==> src/rtl/video_pkg.sv <==
// ============================================================================
// Module : video_pkg
// Desc   : Shared constants, state encoding and 1080p60 timing defaults.
// Rev    : 1.0
// ============================================================================
`default_nettype none

package video_pkg;

  localparam logic [15:0] YC_BLANK = 16'h1080;

  localparam int DEF_H_ACTIVE = 1920;
  localparam int DEF_H_FP     = 88;
  localparam int DEF_H_SYNC   = 44;
  localparam int DEF_H_BP     = 148;
  localparam int DEF_V_ACTIVE = 1080;
  localparam int DEF_V_FP     = 4;
  localparam int DEF_V_SYNC   = 5;
  localparam int DEF_V_BP     = 36;

  localparam logic [1:0] IDLE     = 2'd0;
  localparam logic [1:0] WAIT_SOF = 2'd1;
  localparam logic [1:0] RUN      = 2'd2;

  typedef enum logic [1:0] {
    S_IDLE     = IDLE,
    S_WAIT_SOF = WAIT_SOF,
    S_RUN      = RUN
  } state_e;

endpackage

`default_nettype wire

==> src/rtl/video_timing_gen.sv <==
// ============================================================================
// Module : video_timing_gen
// Desc   : Free-running h/v raster counters with raw sync/active decode.
// Rev    : 1.0
// ============================================================================
`default_nettype none

module video_timing_gen
  import video_pkg::*;
#(
  parameter int H_ACTIVE = DEF_H_ACTIVE,
  parameter int H_FP     = DEF_H_FP,
  parameter int H_SYNC   = DEF_H_SYNC,
  parameter int H_BP     = DEF_H_BP,
  parameter int V_ACTIVE = DEF_V_ACTIVE,
  parameter int V_FP     = DEF_V_FP,
  parameter int V_SYNC   = DEF_V_SYNC,
  parameter int V_BP     = DEF_V_BP
) (
  input  logic        clk,
  input  logic        rst,
  input  logic        run_i,
  output logic [11:0] h_cnt_o,
  output logic [11:0] v_cnt_o,
  output logic        hs_raw_o,
  output logic        vs_raw_o,
  output logic        de_raw_o,
  output logic        first_pix_o
);

  localparam logic [11:0] H_TOTAL     = 12'(H_ACTIVE + H_FP + H_SYNC + H_BP);
  localparam logic [11:0] V_TOTAL     = 12'(V_ACTIVE + V_FP + V_SYNC + V_BP);
  localparam logic [11:0] H_SYNC_END  = 12'(H_SYNC);
  localparam logic [11:0] V_SYNC_END  = 12'(V_SYNC);
  localparam logic [11:0] H_ACT_START = 12'(H_SYNC + H_BP);
  localparam logic [11:0] H_ACT_END   = 12'(H_SYNC + H_BP + H_ACTIVE);
  localparam logic [11:0] V_ACT_START = 12'(V_SYNC + V_BP);
  localparam logic [11:0] V_ACT_END   = 12'(V_SYNC + V_BP + V_ACTIVE);

  logic [11:0] h_cnt_q, h_cnt_d;
  logic [11:0] v_cnt_q, v_cnt_d;
  logic        w_h_act;
  logic        w_v_act;

  always_comb begin
    h_cnt_d = h_cnt_q + 12'd1;
    v_cnt_d = v_cnt_q;
    if (h_cnt_q == H_TOTAL - 12'd1) begin
      h_cnt_d = '0;
      v_cnt_d = (v_cnt_q == V_TOTAL - 12'd1) ? '0 : v_cnt_q + 12'd1;
    end
    // Stopped raster parks at the origin so a restart begins a fresh frame.
    if (!run_i) begin
      h_cnt_d = '0;
      v_cnt_d = '0;
    end
  end

  always_ff @(posedge clk) begin
    if (rst) begin
      h_cnt_q <= '0;
      v_cnt_q <= '0;
    end else begin
      h_cnt_q <= h_cnt_d;
      v_cnt_q <= v_cnt_d;
    end
  end

  assign w_h_act     = (h_cnt_q >= H_ACT_START) && (h_cnt_q < H_ACT_END);
  assign w_v_act     = (v_cnt_q >= V_ACT_START) && (v_cnt_q < V_ACT_END);

  assign h_cnt_o     = h_cnt_q;
  assign v_cnt_o     = v_cnt_q;
  assign hs_raw_o    = (h_cnt_q < H_SYNC_END);
  assign vs_raw_o    = (v_cnt_q < V_SYNC_END);
  assign de_raw_o    = w_h_act && w_v_act;
  assign first_pix_o = w_h_act && w_v_act &&
                       (h_cnt_q == H_ACT_START) && (v_cnt_q == V_ACT_START);

endmodule

`default_nettype wire

==> src/rtl/video_out_gen.sv <==
// ============================================================================
// Module : video_out_gen
// Desc   : Raster generator draining a YC pixel stream into the active area.
// Rev    : 1.0
// ============================================================================
`default_nettype none

module video_out_gen
  import video_pkg::*;
#(
  parameter int H_ACTIVE = DEF_H_ACTIVE,
  parameter int H_FP     = DEF_H_FP,
  parameter int H_SYNC   = DEF_H_SYNC,
  parameter int H_BP     = DEF_H_BP,
  parameter int V_ACTIVE = DEF_V_ACTIVE,
  parameter int V_FP     = DEF_V_FP,
  parameter int V_SYNC   = DEF_V_SYNC,
  parameter int V_BP     = DEF_V_BP,
  parameter int HS_POL   = 1,
  parameter int VS_POL   = 1
) (
  input  logic        clk,
  input  logic        rst,
  input  logic        en,
  input  logic        clr_flags,
  input  logic        pix_valid,
  input  logic        pix_sof,
  input  logic [15:0] pix_data,
  output logic        pix_ready,
  output logic        vout_vs,
  output logic        vout_hs,
  output logic        vout_de,
  output logic [15:0] vout_yc,
  output logic        underflow,
  output logic        sof_err
);

  localparam logic HS_ON = 1'(HS_POL);
  localparam logic VS_ON = 1'(VS_POL);

  state_e      state_q, state_d;
  logic        w_run;
  logic        w_hs_raw;
  logic        w_vs_raw;
  logic        w_de_raw;
  logic        w_first_pix;
  logic        w_ready;
  logic        w_set_uf;
  logic        w_set_se;
  logic [15:0] yc_d;

  logic        vout_vs_q;
  logic        vout_hs_q;
  logic        vout_de_q;
  logic [15:0] vout_yc_q;
  logic        underflow_q;
  logic        sof_err_q;

  assign w_run = en && (state_q != S_IDLE);

  video_timing_gen #(
    .H_ACTIVE (H_ACTIVE),
    .H_FP     (H_FP),
    .H_SYNC   (H_SYNC),
    .H_BP     (H_BP),
    .V_ACTIVE (V_ACTIVE),
    .V_FP     (V_FP),
    .V_SYNC   (V_SYNC),
    .V_BP     (V_BP)
  ) u_timing (
    .clk         (clk),
    .rst         (rst),
    .run_i       (w_run),
    .h_cnt_o     (),
    .v_cnt_o     (),
    .hs_raw_o    (w_hs_raw),
    .vs_raw_o    (w_vs_raw),
    .de_raw_o    (w_de_raw),
    .first_pix_o (w_first_pix)
  );

  always_comb begin
    state_d  = state_q;
    w_ready  = 1'b0;
    yc_d     = YC_BLANK;
    w_set_uf = 1'b0;
    w_set_se = 1'b0;
    case (state_q)
      S_IDLE: begin
        state_d = S_WAIT_SOF;
      end
      S_WAIT_SOF: begin
        // Flush stale words; hold an SOF word until the raster reaches it.
        w_ready = pix_valid && (!pix_sof || w_first_pix);
        if (w_first_pix && pix_valid && pix_sof) begin
          yc_d    = pix_data;
          state_d = S_RUN;
        end
      end
      S_RUN: begin
        w_ready = w_de_raw;
        if (w_de_raw) begin
          if (w_first_pix && !(pix_valid && pix_sof)) begin
            w_set_se = 1'b1;
            w_set_uf = !pix_valid;
            state_d  = S_WAIT_SOF;
          end else if (pix_valid) begin
            yc_d     = pix_data;
            w_set_se = pix_sof && !w_first_pix;
          end else begin
            w_set_uf = 1'b1;
          end
        end
      end
      default: begin
        state_d = S_IDLE;
      end
    endcase
    if (rst || !en) begin
      state_d  = S_IDLE;
      w_ready  = 1'b0;
      yc_d     = YC_BLANK;
      w_set_uf = 1'b0;
      w_set_se = 1'b0;
    end
  end

  always_ff @(posedge clk) begin
    if (rst) begin
      state_q     <= S_IDLE;
      vout_vs_q   <= ~VS_ON;
      vout_hs_q   <= ~HS_ON;
      vout_de_q   <= 1'b0;
      vout_yc_q   <= YC_BLANK;
      underflow_q <= 1'b0;
      sof_err_q   <= 1'b0;
    end else begin
      state_q <= state_d;
      if (!en || state_q == S_IDLE) begin
        vout_vs_q <= ~VS_ON;
        vout_hs_q <= ~HS_ON;
        vout_de_q <= 1'b0;
        vout_yc_q <= YC_BLANK;
      end else begin
        vout_vs_q <= w_vs_raw ~^ VS_ON;
        vout_hs_q <= w_hs_raw ~^ HS_ON;
        vout_de_q <= w_de_raw;
        vout_yc_q <= yc_d;
      end
      // Flags stay sticky across enable drops; a same-cycle set beats clear.
      underflow_q <= w_set_uf || (underflow_q && !clr_flags);
      sof_err_q   <= w_set_se || (sof_err_q && !clr_flags);
    end
  end

  assign pix_ready = w_ready;
  assign vout_vs   = vout_vs_q;
  assign vout_hs   = vout_hs_q;
  assign vout_de   = vout_de_q;
  assign vout_yc   = vout_yc_q;
  assign underflow = underflow_q;
  assign sof_err   = sof_err_q;

endmodule

`default_nettype wire

==> config.mk <==
export PLATFORM = sky130hd
export DESIGN_NAME = video_out_gen
export DESIGN_NICKNAME = d
export VERILOG_FILES = /design/src/rtl/video_pkg.sv /design/src/rtl/video_timing_gen.sv /design/src/rtl/video_out_gen.sv
export SDC_FILE = /design/constraint.sdc
export NUM_CORES = 1
export LEC_CHECK = 0
export BUFFER_PORTS_ARGS = -buffer_cell sky130_fd_sc_hd__buf_2
export CAP_MARGIN = 20
export CORE_ASPECT_RATIO = 1.75
export CORE_MARGIN = 4
export CORE_UTILIZATION = 54
export DETAILED_ROUTE_END_ITERATION = 8
export PLACE_DENSITY = 0.86
export REMOVE_ABC_BUFFERS = 1
export SLEW_MARGIN = 20
export SYNTH_ARGS = -nofsm -noshare
export SYNTH_HDL_FRONTEND = slang
export SYNTH_SLANG_ARGS = --single-unit
==> constraint.sdc <==
create_clock -name clk -period 2.81 [get_ports clk]
set_input_delay 0.281 -clock clk [delete_from_list [all_inputs] [get_ports clk]]
set_output_delay 0.281 -clock clk [all_outputs]
set_load 0.005 [all_outputs]
[Word-level counts from Yosys, hierarchy flattened]
Index checks and enable logic that the tools add are counted.
Widths: inputs -> output; s select.
Cells by class
  div/mod/pow operators: 0
  shift-type cells: 0
  mux-type cells: 22
  bitwise operators: 1
  magnitude comparators: 6
  multipliers: 0
  equality and inequality tests: 9
  reductions and logical operators: 33
  add/subtract/negate cells: 2
Operators by type and width (number)
  $mux 16: 4
  $pmux 16 s2: 1
  $add 12x1->12 const B: 2
  $logic_and 1x1->1: 14
  $eq 12x11->1 const B: 1
  $eq 12x12->1 const B: 1
  $eq 12x6->1 const B: 1
  $eq 12x8->1 const B: 1
  $ge 12x6->1 const B: 1
  $ge 12x8->1 const B: 1
  $lt 12x11->1 const B: 1
  $lt 12x12->1 const B: 1
  $lt 12x3->1 const B: 1
  $lt 12x6->1 const B: 1
  $mux 12: 1
  $mux 1: 11
  $logic_not 1->1: 6
  $mux 2: 3
  $ne 2x2->1 const B: 3
  $pmux 2 s3: 1
  $reduce_or 2->1: 3
  $reduce_or 3->1: 2
  $logic_or 1x1->1: 5
  $reduce_and 3->1: 1
  other kinds (6): 6
Storage, ports and cells
  RAM bits: 0
  bits in latches: 0
  memories kept: 0
  logic and storage cells: 82
  bits in registers: 47
  ROM bits: 0

[Logic depth before layout (Yosys ltp)]
  depth in word-level cells: 13
  gate-level depth with buffers: 8
  mapped depth without buffers: 7

[By module]
A second synthesis with hierarchy kept.
Second synthesis, totals
  cells, all modules: 254
  area total of the unflattened synthesis: 2283.4 µm²
Modules (own cells, without submodules)
  video_timing_gen: area an instance 1433.9 µm², instances 1, cells each 171
  video_out_gen: area an instance 849.6 µm², instances 1, cells each 83

[Least setup slack after synthesis]
OpenSTA, ideal clock, no wires.
  path kind: register -> register
  from: register u_timing.h_cnt_q[8], in the netlist u_timing.h_cnt_o[8]
  to: register u_timing.v_cnt_q[5], in the netlist u_timing.v_cnt_o[5]
  cell stages (with the launch flop): 7
  setup slack: 599 ps
  arrival: 2088 ps
  required time: 2688 ps
  path through: dfxtp_1 or3_4 or4_4 buf_6 or4_4 xor2_1 nor2_2
On the way
  word-level cells in the longest chain between the ends: 1
RTL lines
  start: declaration: line video_timing_gen.sv:40  | logic [11:0] h_cnt_q, h_cnt_d;
  start signal: assignment: line video_timing_gen.sv:64  | h_cnt_q <= h_cnt_d;
  $eq 12x12->1: line video_timing_gen.sv:48  | if (h_cnt_q == H_TOTAL - 12'd1) begin
  end signal: assignment: line video_timing_gen.sv:65  | v_cnt_q <= v_cnt_d;
  end: declaration: line video_timing_gen.sv:41  | logic [11:0] v_cnt_q, v_cnt_d;
No other way between the ends.
A chain may end at the register's enable or synchronous reset.

[Final worst setup path]
  from: register u_timing.h_cnt_q[8], in the netlist u_timing.h_cnt_o[8]
  to: output pix_ready
On the way
  word-level cells in the longest chain between the ends: 9
  elaborated cells on any way between the ends: 11
RTL lines
  $ge 12x8->1 or $lt 12x12->1 (tied branches): line video_timing_gen.sv:69  | assign w_h_act = (h_cnt_q >= H_ACT_START) && (h_cnt_q < H_ACT_END);
  $logic_and 1x1->1: line video_timing_gen.sv:69
  $logic_and 1x1->1: line video_timing_gen.sv:76, video_timing_gen.sv:77
  $logic_and 1x1->1: line video_timing_gen.sv:77  | assign first_pix_o = w_h_act && w_v_act &&
  $logic_and 1x1->1: line video_timing_gen.sv:78  | (h_cnt_q == H_ACT_START) && (v_cnt_q == V_ACT_START);
  $logic_or 1x1->1: line video_out_gen.sv:94  | w_ready = pix_valid && (!pix_sof || w_first_pix);
  $logic_and 1x1->1: line video_out_gen.sv:94
  $pmux 1 s2 *: line video_out_gen.sv:88  | case (state_q)
  $mux 1 *: line video_out_gen.sv:119  | if (rst || !en) begin
  end: declaration: line video_out_gen.sv:29  | output logic pix_ready,
Every way passes the cells marked *; elsewhere a longest branch is shown, timed or not.

==> flow_metrics.tcl <==
set metrics [dict create \
    yosys.area_share.adder 0.04994 \
    first_global_vias 2036 \
    ctsHoldBuffers 0 \
    synthArstFlopShare 0 \
    worst-path-max-fanout 6 \
    yosysWarnings 0 \
    fin_skew_ns 0.008138 \
    finalHoldViolCount 0 \
    gp_congestion 0.8874 \
    gr-total-overflow 0 \
    dp_cells 349 \
    drt_pass1_iterations 4 \
    slew_headroom 0.5362 \
    dp_hpwl_um 3814 \
    cp-start-kind "flip-flop" \
    synth_edf_count 0 \
    place_area_um2 2496 \
    cts_max_level 2 \
    wl_per_cell_um 14.68 \
    layout_setup_ws_ns 0.1781 \
    vias 2057 \
    grt_max_degree 17 \
    core_area_um2 3941 \
    track_usage 0.2049 \
    finalPower_uw 1300 \
    layout_common_cells "dfxtp_1 (47), buf_2 (43), nor2_1 (35)" \
    synth_compound_area_frac 0.08324 \
    outcome "completed" \
    rows 30 \
    cp.required_ns 2.53 \
    end_kind "primary output" \
    slowest_stage "or3_4" \
    ant_nets 0 \
    synth_area_per_cell_um2 8.476 \
    drt_drc_violations_left 0 \
    clkSlewWorstSetupHoldPaths_ns 0.09 \
    synthCells 266 \
    cts.path.max_buffers 2 \
    cts_tree "done" \
    start_util 0.5721 \
    setup.worst_path.class "flip-flop to primary output" \
    min_period_ns 2.632 \
    io_buffers 43 \
    fin_crit_sh 0.9366 \
    final_common_cell "dfxtp_1" \
    grt_pass1_wl_um 8673 \
    syn-cell-area_um2 2255 \
    cts_buffers 5 \
    clockRootBuffer "clkbuf_8" \
    nNetsFinal 339 \
    synth_xor_area_frac 0.07769 \
    tightest_slew_ns 0.6911 \
    antenna_found_initial 0 \
    drt-initial-drc-count 46 \
    max_freq_mhz 380.0 \
    area_growth_pct 17.04 \
    arrival_ns 2.35 \
    pre_cts_ws_ns 0.5354 \
    die_width_um 56.85 \
    finalSetupTns_ns 0 \
    die_area_um2 5314 \
    routed_wl_um 5241 \
    synth_seq_cells 47 \
    insertedDiodeCount 0 \
    synth_top_family_by_area "simple AND/OR/NAND/NOR gates" \
    chipHeight_um 93.48 \
    peakVddDrop_v 0.0004457 \
    fin_cells 357 \
    pin_count 44 \
    drive_gt1_frac 0.1942 \
    insertion_delay_ns 0.31 \
    final_cell_area_um2 2639 \
    p_per_area_nw_per_um2 492.6 \
    finalMaxSlewViolations 0 \
    synth-seq-area-share 0.4173 \
    slowest_delay_ns 0.41 \
    routed_via_density 5.762 \
    cts_sinks 47 \
    synthFlopType "dfxtp_1" \
    synthMuxAreaShare 0 \
    setup_viol 0 \
    max_cap_viol_count 0 \
    min_path_type "input port to flip-flop" \
    worstPathCellList "or3_4, o32ai_1, o2111ai_1, or2_2, a21boi_0, buf_2" \
    synthSimpleGateAreaFrac 0.3352 \
    power.leakage_uw 0.001099 \
    grt_setup_unrepaired "no" \
    ys_types 45 \
]
path summary, 6_finish.rpt:
check                                         start         end  slack (ns)  depth (start not counted)
worst max register to register  u_timing.h_cnt_o[8]  vout_yc[2]        0.47                          5
worst max-delay path            u_timing.h_cnt_o[8]   pix_ready        0.18                          6
worst min register to register              sof_err     sof_err        0.47                          2
worst min-delay path                    pix_data[9]  vout_yc[9]        0.20                          2
through the flow:
stage,hold slack (ns),util
floorplan,0.3920,-
global placement,0.4508,0.6333
detailed placement,0.4521,0.6333
CTS,0.1992,0.6679
global route,0.1862,0.6695
finish,0.1972,0.6695
synthesized netlist by cell type, drive strengths merged, types with 3 or more instances:
cell     n  area, µm²
and3    21      131.4
ha       9      112.6
dfxtp   47      940.9
nor3     6      30.03
clkbuf   7      26.28
nand3    8      40.04
or4      4      41.29
nand2   28      105.1
xor2    14      122.6
and2     3      18.77
nand2b   4      25.02
nor2    36      137.6
or3      4      30.03
nand4   12      75.07
xnor2    6      52.55
a21oi    5      25.02
o31ai    3      22.52
o21ai    8      40.03
nor4     4      25.02
inv     11      41.29
state kept, by name (all words and copies together), names as in the netlist:
| register | count |
|---|---|
| vout_yc | 16 |
| u_timing.h_cnt_o | 12 |
| u_timing.v_cnt_o | 12 |
| state_q | 2 |
| sof_err | 1 |
| underflow | 1 |
| vout_de | 1 |
| vout_hs | 1 |
| vout_vs | 1 |
per-layer routing:
metal  track usage  vias up  share of wire
met2        0.3929       69           0.54
met5             0        -              0
met4        0.1025        0          0.027
met3       0.04420       15          0.061
met1        0.1990      964           0.37
li1              -     1009              -
repair_timing:
| action | 4_1_cts | 5_1_grt |
|---|---|---|
| resized for setup | 0 | 1 |
| setup buffers | 0 | 0 |
| setup endpoints to repair | 0 | 1 |
worst max-delay path: cells and delay by family (launching register included):
family | cells | cell delay (ns)
AO/OA/AOI/OAI | 3 | 0.77
buffers and inverters | 1 | 0.14
flip-flops | 1 | 0.36
AND/OR/NAND/NOR | 2 | 0.77
cell families (layout without fill, tap and decap cells):
kind of cell / count (synthesis) / in the layout
simple gates: 142 / 142
compound gates: 28 / 28
buf+inv: 20 / 63
fa+ha+maj: 9 / 9
flops: 47 / 47
xor+xnor: 20 / 20
where the power goes:
| part | internal [µW] | leakage, µW | switching, µW |
|---|---|---|---|
| logic | 19.2 | 0.000655 | 23.5 |
| clock network | 355 | 0.0000644 | 233 |
| registers | 668 | 0.000379 | 1.71 |
final cells by class:
| class | instances | area [µm²] |
|---|---|---|
| Fill cell | 338 | 1303 |
| Multi-Input combinational cell | 199 | 1237 |
| Sequential cell | 47 | 940.9 |
| Timing Repair Buffer | 44 | 222.7 |
| Clock buffer | 5 | 68.82 |
| Clock inverter | 3 | 67.56 |
| Tap cell | 48 | 60.06 |
| Inverter | 11 | 41.29 |
(Power assumes the default switching activity.)
